[src/rtl/load_store_unit.sv]
// Load/store unit: sole master of data_memory; byte/half/word access with sub-word RMW.
// Optional macro LSU_MISALIGN_TRAP_EN turns misaligned half/word accesses into faults.
module load_store_unit #(
   parameter int unsigned ADDR_W    = 32,
   parameter int unsigned MEM_WORDS = 64
) (
   input  logic              clk,
   input  logic              reset,
   input  logic              req_valid,
   output logic              req_ready,
   input  logic              req_we,
   input  logic [1:0]        req_size,
   input  logic              req_unsigned,
   input  logic [ADDR_W-1:0] req_addr,
   input  logic [31:0]       req_wdata,
   output logic              resp_valid,
   input  logic              resp_ready,
   output logic [31:0]       resp_rdata,
   output logic              resp_fault,
   output logic              MemRead,
   output logic              MemWrite,
   output logic [ADDR_W-1:0] mem_address,
   output logic [31:0]       mem_write_data,
   input  logic [31:0]       mem_read_data
);

   typedef enum logic [1:0] {StIdle, StRead, StWrite, StResp} state_e;

   state_e            state_q, state_d;
   logic              we_q;
   logic [1:0]        size_q;
   logic              unsigned_q;
   logic [ADDR_W-1:0] addr_q;
   logic [31:0]       wdata_q;
   logic [31:0]       word_q;
   logic [31:0]       rdata_q;
   logic              fault_q;

   logic              accept;
   logic              out_of_range;
   logic              fault_d;
   logic [ADDR_W-1:0] addr_acc;
   logic [7:0]        lane_b;
   logic [15:0]       lane_h;
   logic [31:0]       load_ext;
   logic [31:0]       merged;

   assign req_ready = (state_q == StIdle);
   assign accept    = req_valid && req_ready;

   assign out_of_range = (req_addr >> 2) >= ADDR_W'(MEM_WORDS);

`ifdef LSU_MISALIGN_TRAP_EN
   logic misaligned;
   assign misaligned = ((req_size == 2'b01) && req_addr[0]) ||
                       ((req_size == 2'b10) && (req_addr[1:0] != 2'b00));
   assign fault_d    = (req_size == 2'b11) || out_of_range || misaligned;
   assign addr_acc   = req_addr;
`else
   assign fault_d = (req_size == 2'b11) || out_of_range;
   // Misaligned accesses are silently rounded down to the natural boundary.
   always_comb begin
      addr_acc = req_addr;
      if (req_size == 2'b01) addr_acc[0] = 1'b0;
      if (req_size == 2'b10) addr_acc[1:0] = 2'b00;
   end
`endif

   // Load extraction works on the live read data so the result is ready at the end of READ.
   assign lane_b = mem_read_data[{addr_q[1:0], 3'b000} +: 8];
   assign lane_h = mem_read_data[{addr_q[1], 4'b0000} +: 16];

   always_comb begin
      unique case (size_q)
         2'b00:   load_ext = {{24{~unsigned_q & lane_b[7]}}, lane_b};
         2'b01:   load_ext = {{16{~unsigned_q & lane_h[15]}}, lane_h};
         default: load_ext = mem_read_data;
      endcase
   end

   always_comb begin
      merged = word_q;
      unique case (size_q)
         2'b00:   merged[{addr_q[1:0], 3'b000} +: 8] = wdata_q[7:0];
         2'b01:   merged[{addr_q[1], 4'b0000} +: 16] = wdata_q[15:0];
         default: merged = wdata_q;
      endcase
   end

   always_comb begin
      state_d = state_q;
      unique case (state_q)
         StIdle: begin
            if (accept) begin
               if (fault_d)                             state_d = StResp;
               else if (req_we && req_size == 2'b10)    state_d = StWrite;
               else                                     state_d = StRead;
            end
         end
         StRead:  state_d = we_q ? StWrite : StResp;
         StWrite: state_d = StResp;
         StResp:  if (resp_ready) state_d = StIdle;
         default: state_d = StIdle;
      endcase
   end

   always_ff @(posedge clk) begin
      if (reset) begin
         state_q    <= StIdle;
         we_q       <= 1'b0;
         size_q     <= 2'b00;
         unsigned_q <= 1'b0;
         addr_q     <= '0;
         wdata_q    <= '0;
         word_q     <= '0;
         rdata_q    <= '0;
         fault_q    <= 1'b0;
      end else begin
         state_q <= state_d;
         if (accept) begin
            we_q       <= req_we;
            size_q     <= req_size;
            unsigned_q <= req_unsigned;
            addr_q     <= addr_acc;
            wdata_q    <= req_wdata;
            fault_q    <= fault_d;
            rdata_q    <= '0;
         end
         if (state_q == StRead) begin
            word_q <= mem_read_data;
            if (!we_q) rdata_q <= load_ext;
         end
      end
   end

   assign MemRead        = (state_q == StRead);
   assign MemWrite       = (state_q == StWrite);
   assign mem_address    = (MemRead || MemWrite) ? {2'b00, addr_q[ADDR_W-1:2]} : '0;
   assign mem_write_data = MemWrite ? merged : 32'h0;

   assign resp_valid = (state_q == StResp);
   assign resp_rdata = resp_valid ? rdata_q : 32'h0;
   assign resp_fault = resp_valid && fault_q;

endmodule

[config.mk]
export PLATFORM = sky130hd
export DESIGN_NAME = load_store_unit
export DESIGN_NICKNAME = d
export VERILOG_FILES = /design/src/rtl/load_store_unit.sv
export SDC_FILE = /design/constraint.sdc
export NUM_CORES = 1
export LEC_CHECK = 0
export BUFFER_PORTS_ARGS = -buffer_cell sky130_fd_sc_hd__buf_2
export CORE_UTILIZATION = 50
export CTS_BUF_LIST = sky130_fd_sc_hd__clkbuf_2
export DETAILED_ROUTE_END_ITERATION = 10
export GPL_TIMING_DRIVEN = 0
export PLACE_DENSITY_LB_ADDON = 0.08
export SLEW_MARGIN = 20
export SYNTH_ARGS = -nofsm -noshare
export SYNTH_HDL_FRONTEND = slang
export SYNTH_SLANG_ARGS = --single-unit
[constraint.sdc]
create_clock -name clk -period 3.7 [get_ports clk]
set_clock_uncertainty 0.1 [all_clocks]
set_input_delay 1.11 -clock clk [delete_from_list [all_inputs] [get_ports clk]]
set_output_delay 1.11 -clock clk [all_outputs]
set_load 0.02 [all_outputs]
==> results by group <==
Synthesis
  – Post-synth EDFFs: 0
  – Syn Inst Count: 843
  – Yosys top cell area share: 0.397
  – Synth cell types: 48
  – Register area share after synthesis: 0.397
  – FF+latch count, synth: 135
  – Synth area leaders: dfxtp_1 (40%), nand2_1 (9.4%), a21oi_1 (7.9%), mux2i_1 (6.5%), and2_1 (5.9%)
  – FFs w/ async S/R, synth: 0
  – Predominant post-synthesis flop cell: dfxtp_1
  – Yosys top cell by area: dfxtp_1
  – Mapped cell area: 0.00681 sq mm
  – Synth warnings: 0
  – Post-Syn Area per Cell: 8.07 sq um

Setup path
  – CP Data Required Time: 2490 ps
  – Crit-path max FO: 8
  – RR Endpoint: addr_q[26]$_SDFFE_PP0P_
  – Critical Path Start: addr_q[1]$_SDFFE_PP0P_
  – R2R cell count: 8
  – R2r startpoint: state_q[0]$_SDFFE_PP0P_
  – Crit-path slowest cell: dfxtp_2
  – Setup CP Type: flop to primary output
  – FF-to-FF setup slack: 1350 ps
  – WP data arrival: 2740 ps
  – CP endpoint kind: primary output
  – CP cell instances: buf_6 > buf_8 > inv_8 > ha_4 > and4b_2 > a22o_1 > a222oi_1 > nor2b_1 > buf_4
  – Slowest stage delay, CP: 400 ps
  – Worst setup SP type: flop

Power and ir drop
  – Worst VDD drop: 0.508 mV
  – Power per cell area: 657 mW/mm^2
  – Lkg Pwr: 3.55 nW

Layout
  – P&R area growth vs syn: 28.2%
  – Register area: 0.00271 sq mm
  – Final Core Density: 0.659
  – Commonest non-fill, non-tap cells in the layout: buf_2 (198), nand2_1 (170), dfxtp_1 (133)
  – Layout cells sized above 1: 0.285
  – # fillers: 1,232
  – Final nets: 1,179
  – Area occupied by multi-input gates: 0.00401 sq mm
  – Commonest non-fill, non-tap cell in the layout: buf_2

CTS
  – Worst-path clk slew: 190 ps
  – Root buf cell: clkbuf_2
  – TritonCTS Sinks: 135
  – Worst skew pair latency: 750 ps
  – CTS tree: yes
  – Number of H-tree levels: 4
  – Total CTS buffers: 17
  – Hold-fix buffers, CTS: 0
  – Max clock buf depth: 2

Hold path
  – Worst hold stages: 2
  – HP Class: flop to flop
  – WHS Endpoint: addr_q[11]$_SDFFE_PP0P_
  – Hold Crit Start: addr_q[11]$_SDFFE_PP0P_

GRT
  – All-layer global routing usage: 0.308
  – Largest net degree at the start of global routing: 17
  – Overflow left after global routing: 0
  – Global-route wire length before repair: 33,300 microns
  – Initial antenna violation count: 1
  – Vias in the first global route: 6,314

Drt
  – DRC Markers: 0
  – Total Wirelength: 21,900 microns
  – DR vias/cell: 5.56
  – WL per Instance: 17.4 microns
  – Initial drt markers: 678
  – Via count: 6,978
  – Final ANT Viol Nets: 0
  – DRT Pass-1 Iters: 7

STA
  – Min Tclk post-route: 3950 ps
  – Fin worst setup slack: -252 ps
  – Setup-failing EPs final: 32
  – Final period utilization: 1.07
  – Slew margin rel.: 0.446
  – Max Slew Vio Count: 0
  – Worst Tran Pin Value: 825 ps
  – Final Hold Viols: 0
  – Achievable Freq: 253 MHz
  – TNS Setup: -5210 ps
  – RSZ-0062 raised after global routing: yes

Placed design
  – PortBufs: 201
  – Detailed placer's ending HPWL: 16,400 microns
  – Final GP Congestion: 0.967

Floorplan
  – Initial Util: 0.514
  – Die area: 0.0141 sq mm
  – Die H: 119 microns
  – Core area: 0.0132 sq mm
  – I/O Pins: 205
  – Site Rows: 42
  – Chip Width: 119 microns

Status
  – Status: complete, but fails checks
  – Failing checks: negative setup slack

Flow run
  – Max-cap violations: 0
[layout make-up]
cell class	count	area share
Multi-Input combinational cell	625	0.460
Sequential cell	135	0.310
Clock inverter	13	0.0262
Timing Repair Buffer	206	0.126
Clock buffer	18	0.0103
Tap cell	176	0.0252
Antenna cell	1	0.000287
Buffer	71	0.0361
Inverter	10	0.00602
[report_power, final]
| group | total (mW) | switching (mW) | internal (mW) | leakage [nW] |
|---|---|---|---|---|
| registers | 2.08 | 0.273 | 1.80 | 1.11 |
| logic | 2.52 | 1.53 | 0.990 | 2.26 |
| clock network | 1.14 | 0.564 | 0.579 | 0.185 |
| total | 5.74 | 2.36 | 3.37 | 3.55 |
[registers in the layout, summed over array words and instances, names as in the netlist]
register,cells
state_q,2
addr_q,32
size_q,2
unsigned_q,1
we_q,1
fault_q,1
word_q,32
rdata_q,32
wdata_q,32
[worst max-delay path by stage]
stage	end	slack, ps	cells after the start
4_1_cts	mem_write_data[15]	-240	9
2_1_floorplan	mem_write_data[0]	420	8
6_report	mem_write_data[15]	-250	9
5_1_grt	mem_write_data[10]	-330	9
3_5_place_dp	mem_write_data[27]	180	10
3_3_place_gp	mem_write_data[15]	190	10
[worst max-delay path, delay by kind of cell, from the launching register on]
family | cells | cell delay, ps
flip-flops | 1 | 400
AO/OA/AOI/OAI | 2 | 560
buffers and inverters | 4 | 420
adder cells (fa/ha/maj) | 1 | 240
AND/OR/NAND/NOR | 2 | 370
[Yosys cell counts (all sizes together) (9+ instances only)]
| master | n |
|---|---|
| o21ai | 10 |
| buf | 25 |
| dfxtp | 135 |
| nor2b | 22 |
| and2 | 64 |
| mux2i | 44 |
| inv | 9 |
| a22oi | 10 |
| a222oi | 14 |
| clkbuf | 49 |
| nor3 | 15 |
| nor2 | 48 |
| nand2 | 170 |
| ha | 9 |
| nand3 | 10 |
| a21boi | 9 |
| a21oi | 107 |
| mux2 | 11 |
| a211oi | 24 |
[routing by layer]
layer  vias up  GRT usage  wire length (microns)
li1       3393          -                      -
met1      3213      0.410                   9380
met2       321      0.485                  10000
met3        51     0.0671                   1810
met4         0      0.118                    631
met5         -          0                      0
[per-stage QoR]
stage	instance area, sq um	power, mW	instances	hold slack [ps]	worst slack, ps
final	8730	5.74	1255	361	-252
after global routing	8730	6.08	1255	375	-329
after CTS	8580	5.64	1253	364	-236
after detailed placement	8040	4.43	1221	342	182
after global placement	8040	4.41	1221	338	192
after floorplan	6810	3.72	844	332	417
[logic make-up after synthesis]
group | count (synthesis) | synth area share
compound gates | 213 | 0.216
fa+ha+maj | 9 | 0.0165
buf+inv | 84 | 0.0515
flops | 135 | 0.397
mux | 55 | 0.0835
other cells | 1 | 0.000551
simple gates | 346 | 0.235
[what timing repair did]
action,in CTS,in global routing
buffers inserted,4,1
pin swaps,19,16
resized for setup,46,29
setup endpoints to repair,32,34
(Power assumes the default switching activity.)
